$ cat config.mk
export PLATFORM = sky130hd
export DESIGN_NAME = mem_arbiter
export DESIGN_NICKNAME = d
export VERILOG_FILES = /design/src/rtl/mem_arbiter.sv
export SDC_FILE = /design/constraint.sdc
export NUM_CORES = 1
export LEC_CHECK = 0
export BUFFER_PORTS_ARGS = -buffer_cell sky130_fd_sc_hd__buf_2
export CAP_MARGIN = 20
export CORE_MARGIN = 3
export CORE_UTILIZATION = 51
export DETAILED_ROUTE_END_ITERATION = 10
export HOLD_SLACK_MARGIN = 0.03
export PLACE_DENSITY = 0.83
export SYNTH_ARGS = -nofsm -noshare
export SYNTH_HDL_FRONTEND = slang
export SYNTH_SLANG_ARGS = --single-unit
$ cat constraint.sdc
create_clock -name clk -period 2.9 [get_ports clk]
set_input_delay 0.145 -clock clk [delete_from_list [all_inputs] [get_ports clk]]
set_output_delay 0.145 -clock clk [all_outputs]
set_load 0.01 [all_outputs]
$ cat src/rtl/mem_arbiter.sv
// mem_arbiter: shares one fixed-latency memory port between instruction fetch and
// data access; data has priority, but fetch is forced through after STARVE_MAX data grants.
module mem_arbiter #(
   parameter int LATENCY    = 2,
   parameter int STARVE_MAX = 4
) (
   input  logic        clk,
   input  logic        rst_n,
   input  logic        if_req,
   input  logic [31:0] if_addr,
   output logic        if_gnt,
   output logic        if_valid,
   output logic [31:0] if_rdata,
   input  logic        dm_req,
   input  logic        dm_we,
   input  logic [31:0] dm_addr,
   input  logic [31:0] dm_wdata,
   output logic        dm_gnt,
   output logic        dm_valid,
   output logic [31:0] dm_rdata,
   output logic        mem_en,
   output logic        mem_we,
   output logic [31:0] mem_addr,
   output logic [31:0] mem_wdata,
   input  logic [31:0] mem_rdata,
   output logic        stall_f
);
   typedef enum logic [1:0] {IDLE, GRANT, WAIT, DONE} state_t;
   localparam logic [3:0] LAT_INIT   = 4'(LATENCY - 1);
   localparam logic [3:0] STARVE_LIM = 4'(STARVE_MAX);
   state_t     state;
   logic [3:0] starve_cnt, lat_cnt;
   logic       is_fetch, armed, arb, pick_if;
   // armed holds off arbitration for the first edge after reset release
   assign arb     = armed && (state == IDLE || state == DONE) && (if_req || dm_req);
   assign pick_if = if_req && (!dm_req || starve_cnt == STARVE_LIM);
   assign stall_f = if_req && !if_valid;
   always_ff @(posedge clk or negedge rst_n) begin
      if (!rst_n) begin
         state      <= IDLE;
         starve_cnt <= '0;
         lat_cnt    <= '0;
         is_fetch   <= 1'b0;
         armed      <= 1'b0;
         if_gnt     <= 1'b0;
         dm_gnt     <= 1'b0;
         if_valid   <= 1'b0;
         dm_valid   <= 1'b0;
         if_rdata   <= '0;
         dm_rdata   <= '0;
         mem_en     <= 1'b0;
         mem_we     <= 1'b0;
         mem_addr   <= '0;
         mem_wdata  <= '0;
      end else begin
         armed    <= 1'b1;
         if_gnt   <= 1'b0;
         dm_gnt   <= 1'b0;
         if_valid <= 1'b0;
         dm_valid <= 1'b0;
         mem_en   <= 1'b0;
         case (state)
            GRANT: begin
               state   <= WAIT;
               lat_cnt <= LAT_INIT;
            end
            WAIT: begin
               if (lat_cnt == 4'd0) begin
                  state <= DONE;
                  if (is_fetch) begin
                     if_valid <= 1'b1;
                     if_rdata <= mem_rdata;
                  end else begin
                     dm_valid <= 1'b1;
                     dm_rdata <= mem_we ? '0 : mem_rdata;
                  end
               end else begin
                  lat_cnt <= lat_cnt - 4'd1;
               end
            end
            default: state <= IDLE;
         endcase
         // a losing fetch always has starve_cnt below the limit, so +1 never overshoots
         if (arb) begin
            state      <= GRANT;
            mem_en     <= 1'b1;
            is_fetch   <= pick_if;
            if_gnt     <= pick_if;
            dm_gnt     <= !pick_if;
            mem_addr   <= pick_if ? if_addr : dm_addr;
            mem_we     <= !pick_if && dm_we;
            mem_wdata  <= pick_if ? '0 : dm_wdata;
            starve_cnt <= (pick_if || !if_req) ? '0 : starve_cnt + 4'd1;
         end
      end
   end
endmodule

==> results of run 1 <==
-- final timing paths --
kind	start	endpoint	slack, ns
setup / recovery	state[0]	mem_addr[24]	0.18
hold / removal	dm_req	starve_cnt[1]	0.12
setup reg to reg	state[0]	mem_addr[24]	0.18
hold reg to reg	dm_rdata[1]	dm_rdata[1]	0.49
max in group asynchronous	rst_n	mem_addr[12]	1.71
min in group asynchronous	rst_n	dm_rdata[17]	0.25
-- worst max-delay path, cell delays in order (launching register included) --
cell,delay [ns]
dfrtp_1,0.38
inv_1,0.06
ha_1,0.39
o211ai_4,0.36
buf_4,0.35
and2_1,0.18
a221o_1,0.26
dlygate4sd3_1,0.59
-- Yosys cell counts (2+ instances only) --
library cell	instances
buf_6	2
a21o_1	3
ha_1	6
and2_1	32
a221o_1	32
mux2_1	3
buf_12	3
inv_1	9
mux2_2	61
a22o_1	33
clkbuf_1	7
buf_2	13
nand3b_1	2
mux2i_1	4
buf_4	4
nand2b_1	3
o211ai_1	2
nor2b_1	34
nand3_1	2
nor3_1	3
nand4_1	4
dfrtp_1	146
o21ai_0	4
nand2_1	5
-- metrics by stage --
| step | area (um^2) | cells | util (%) | hold slack, ns |
|---|---|---|---|---|
| 2_1_floorplan | 6030 | 431 | - | -0.151 |
| 5_1_grt | 9410 | 985 | 82.1 | 0.136 |
| 3_3_place_gp | 7460 | 822 | 65.1 | 0.103 |
| 6_report | 9410 | 985 | 82.1 | 0.118 |
| 3_5_place_dp | 7460 | 822 | 65.1 | 0.115 |
| 4_1_cts | 9410 | 984 | 82.0 | 0.0871 |
-- metal layers --
metal	GRT usage, %	vias up	part of all wire [%]
li1	-	2361	-
met1	36.1	2720	36
met2	54.7	371	50
met3	8.42	82	8.8
met4	17.4	0	5.0
met5	0	-	0
-- cell families after synthesis --
logic type	after synthesis	share of synthesized area, %
mux	68	12.6
simple gates	93	9.75
buf+inv	38	3.94
other cells	1	0.0622
fa+ha+maj	6	1.24
flops	146	60.6
compound gates	78	11.7
xor+xnor	1	0.145
-- cell type report --
cell class                 instances  area, um^2  share of cell area [%]
timing repair buffer             407        2730                    29.0
multi-input combinational        247        2170                    23.0
antenna                            1        2.50                  0.0266
sequential                       146        3650                    38.8
tap                              143         179                    1.90
inverter                           9        33.8                   0.359
clock buffer                      19         443                    4.71
clock inverter                    13         198                    2.10
-- flip-flops by register name, summed over array words and instances, names as in the netlist --
register and count:
if_valid 1, mem_addr 32, armed 1, is_fetch 1
mem_en 1, dm_valid 1, mem_wdata 32, if_gnt 1
lat_cnt 4, dm_gnt 1, mem_we 1, state 2
starve_cnt 4, if_rdata 32, dm_rdata 32
-- report_power, final --
| part | leakage (nW) | internal (mW) | switching [mW] |
|---|---|---|---|
| Combinational | 2.63 | 2.20 | 2.08 |
| Sequential | 1.82 | 2.99 | 0.645 |
| Clock | 0.308 | 1.48 | 0.912 |
| Total | 4.76 | 6.67 | 3.63 |
==> out/qor.txt, run 1 <==
status = completed
cts hold-fix bufs = 130
routed length per instance = 21.3 um
DR vias/cell = 5.62
post-synthesis cell count = 431
Detailed Place HPWL = 11,500 um
Iter 0 DRT Violations = 486
Slew Limit Fails = 0
final hold violation count = 0
Setup-failing EPs final = 0
Clock Latency Late Sink = 0.43 ns
clk root buf = clkbuf_16
clk buf depth = 2
number of remaining DRC errors = 0
Die Width = 115 um
RSZ-0062 raised after global routing = no
Setup crit start kind = register
most frequent cells in the layout = 266 x buf_2, 146 x dfrtp_1, 130 x dlygate4sd3_1
synth unique cells = 38
Synthesis Warnings = 0
largest net degree at the start of global routing = 59
Max-Cap Viols = 0
Crit Path Class = register to register
commonest non-fill, non-tap cell in the layout = buf_2
setup TNS = 0 ns
Crit Path Max Fanout = 36
Worst Path Required = 3.19 ns
layout cells sized above 1 = 44.5%
P&R area growth vs syn = 56.0%
Die Ht = 115 um
Post-synth top flop = dfrtp_1
total core area = 0.0115 mm^2
Routed WL = 21,000 um
Initial Util = 52.6%
largest cells by area after synthesis = dfrtp_1 61%, mux2_2 11%, a221o_1 5.3%, a22o_1 4.8%, nor2b_1 3.5%
Hold Crit Depth = 3
io pins = 268
worst r2r path cells = 7
CTS Sinks = 146
post-detailed-route count of antenna-violating nets = 0
first-pass GRT wire length = 32,000 um
largest area contributor in the netlist = dfrtp_1
via count = 5,534
Post-synth EDFFs = 0
register area share after synthesis = 60.6%
setup ws final = 0.182 ns
Setup Buffers After CTS = 0
PortBufs = 267
PwrDens = 1100 mW/mm^2
syn avg cell area = 14.0 um^2
crit path DAT = 3.01 ns
Pleak = 4.76 nW
fill count = 552
vias in the first global route = 5,940
total power draw = 10.3 mW
net count after synthesis = 570
initial antenna violation count = 1
H-tree depth = 4
Post-Syn Area = 0.00603 mm^2
Max Freq = 0.368 GHz
placer's final routability congestion estimate = 0.826
total congestion overflow = 0
Resized cells post-CTS = 0
First-pass DRT Iterations = 5
clock slew at reported path FFs = 0.07 ns
worst slack, placed = 0.744 ns
endpoint class of the critical path = register
period utilization = 93.7%
minimum clock period = 2.72 ns
Worst slew margin = 34.8%
peak supply drop = 648 uV
Yosys top cell area share = 60.6%
die area = 0.0132 mm^2
Clock Skews = 0.0188 ns
# rows = 39
Num CTS Buffers = 17
CTS tree = yes
final layout net count = 967
worst-margin pin slew = 0.974 ns
Synth async-reset ratio = 100%
min-delay worst type = input port to register
GRT Util Overall = 31.8%
number of synthesized register bits = 146
(Power assumes the default switching activity.)
==> inputs of run 2 (changes only) <==
==> constraint.sdc (replaced) <==
create_clock -name clk -period 2.9 [get_ports clk]
set_input_delay 0.29 -clock clk [delete_from_list [all_inputs] [get_ports clk]]
set_output_delay 0.29 -clock clk [all_outputs]
set_load 0.01 [all_outputs]
==> run 2 against run 1 <==
Setup slack improved by 0.52 ns. Non-clock buffer count down 130. Critical path depth decreased by 1. Core utilization decreased by 12 points. Critical path type unchanged.
==> out/qor.txt, run 2 (synthesis gave the netlist of run 1 again) <==
number of remaining DRC errors = 0
Setup crit start kind = register
fill count = 792
post-detailed-route count of antenna-violating nets = 0
vias in the first global route = 4,745
Max Freq = 0.455 GHz
worst reg2reg endpoint = dm_rdata[14]
commonest non-fill, non-tap cell in the layout = buf_2
Worst slew margin = 36.6%
crit path DAT = 2.48 ns
net load switching power = 3.13 mW
most frequent cells in the layout = 266 x buf_2, 146 x dfrtp_1, 61 x mux2_2
total congestion overflow = 0
min-delay worst type = input port to register
routed length per instance = 18.3 um
RSZ-0062 raised after global routing = no
initial antenna violation count = 0
minimum clock period = 2.20 ns
status = completed
Setup Buffers After CTS = 0
Die Ht = 115 um
Die Width = 115 um
# rows = 39
largest net degree at the start of global routing = 59
Comb pwr share = 39.5%
final layout net count = 837
Flop pwr share = 39.5%
Crit Path Max Fanout = 33
clk buf depth = 2
crit path from = lat_cnt[0]
P&R area growth vs syn = 32.5%
worst r2r path cells = 6
Sw Share = 34.8%
Pleak = 4.13 nW
setup TNS = 0 ns
clk root buf = clkbuf_16
Worst Path Required = 3.18 ns
DR vias/cell = 5.41
peak supply drop = 727 uV
GRT Util Overall = 23.4%
layout cells sized above 1 = 52.2%
Detailed Place HPWL = 11,200 um
worst-margin pin slew = 0.947 ns
total power draw = 8.99 mW
R2R Path Start = lat_cnt[0]
Routed WL = 15,600 um
CTS tree = yes
FF-to-FF setup slack = 0.70 ns
H-tree depth = 4
Iter 0 DRT Violations = 312
Clock Skews = 0.00779 ns
placer's final routability congestion estimate = 0.849
via count = 4,613
Initial Util = 52.6%
Clk pwr share = 21.0%
Critical Path End = dm_rdata[14]
endpoint class of the critical path = register
Clock Latency Late Sink = 0.41 ns
PortBufs = 267
Internal Power = 5.86 mW
Slew Limit Fails = 0
die area = 0.0132 mm^2
Max-Cap Viols = 0
First-pass DRT Iterations = 5
total core area = 0.0115 mm^2
Crit Path Class = register to register
Diodes inserted = 0
clock slew at reported path FFs = 0.06 ns
final hold violation count = 0
PwrDens = 1120 mW/mm^2
Num CTS Buffers = 17
period utilization = 75.7%
first-pass GRT wire length = 23,900 um
CTS Sinks = 146
Setup-failing EPs final = 0
io pins = 268
-- run 2: cell types whose count changed in the layout (fill, tap and decap cells not counted), moves of 2 or more --
| cell | previous run | this run |
|---|---|---|
| clkinv_2 | 1 | 5 |
| dlygate4sd3_1 | 130 | 1 |
| buf_4 | 9 | 7 |
| bufinv_16 | 4 | 0 |
| inv_6 | 2 | 0 |
| inv_8 | 2 | 0 |
-- run 2: area by class of cell --
class	instances	area (um^2)	share of cell area, %
clock buffer	20	447	5.59
timing repair buffer	277	1450	18.1
tap	143	179	2.24
clock inverter	10	65.1	0.814
multi-input combinational	247	2170	27.1
sequential	146	3650	45.7
inverter	9	33.8	0.423
-- run 2: power groups by stage --
stage	clock network [mW]	registers (mW)	logic, mW
after floorplan	0	3.90	1.72
after global placement	0	3.52	3.44
after detailed placement	0	3.55	3.58
after CTS	1.94	3.54	3.60
after global routing	2.01	3.65	3.87
final	1.89	3.55	3.55
-- run 2: worst min-delay path by stage --
stage	end	slack, ns	depth (start not counted)	start
floorplan	armed	-0.006	0	rst_n
global placement	if_rdata[17]	0.29	1	rst_n
detailed placement	if_rdata[31]	0.29	1	rst_n
CTS	mem_wdata[13]	0.07	2	dm_wdata[13]
global route	mem_wdata[10]	0.08	2	dm_wdata[10]
finish	mem_wdata[12]	0.09	2	dm_wdata[12]
-- run 2: critical path, cell delays in order (launching register included) --
cell     delay [ns]
dfrtp_1        0.39
inv_1          0.13
ha_1           0.19
nor3b_4        0.35
and3b_1        0.21
buf_4          0.39
mux2_2         0.39
-- run 2: timing repair --
action / in CTS / in global routing
hold buffers: 1 / 0
endpoints found under the setup margin: 0 / 0
hold endpoints to repair: 54 / 0
gates resized for setup: 0 / 0
-- run 2: per-stage QoR --
stage / std cells / setup WS (ns) / cell area [um^2] / hold slack (ns) / util, %
after global routing: 852 / 0.549 / 7990 / 0.0810 / 69.7
final: 852 / 0.703 / 7990 / 0.0943 / 69.7
after global placement: 821 / 0.840 / 7470 / 0.286 / 65.1
after floorplan: 431 / 1.05 / 6030 / -0.00559 / -
after CTS: 852 / 0.706 / 7990 / 0.0698 / 69.7
after detailed placement: 821 / 0.709 / 7470 / 0.288 / 65.1
-- run 2: metal layers --
metal	global-route usage, %	wire (um)	vias up
li1	-	-	2092
met1	27.9	6150	2270
met2	39.7	7860	227
met3	7.11	1250	24
met4	9.47	304	0
met5	0	0	-
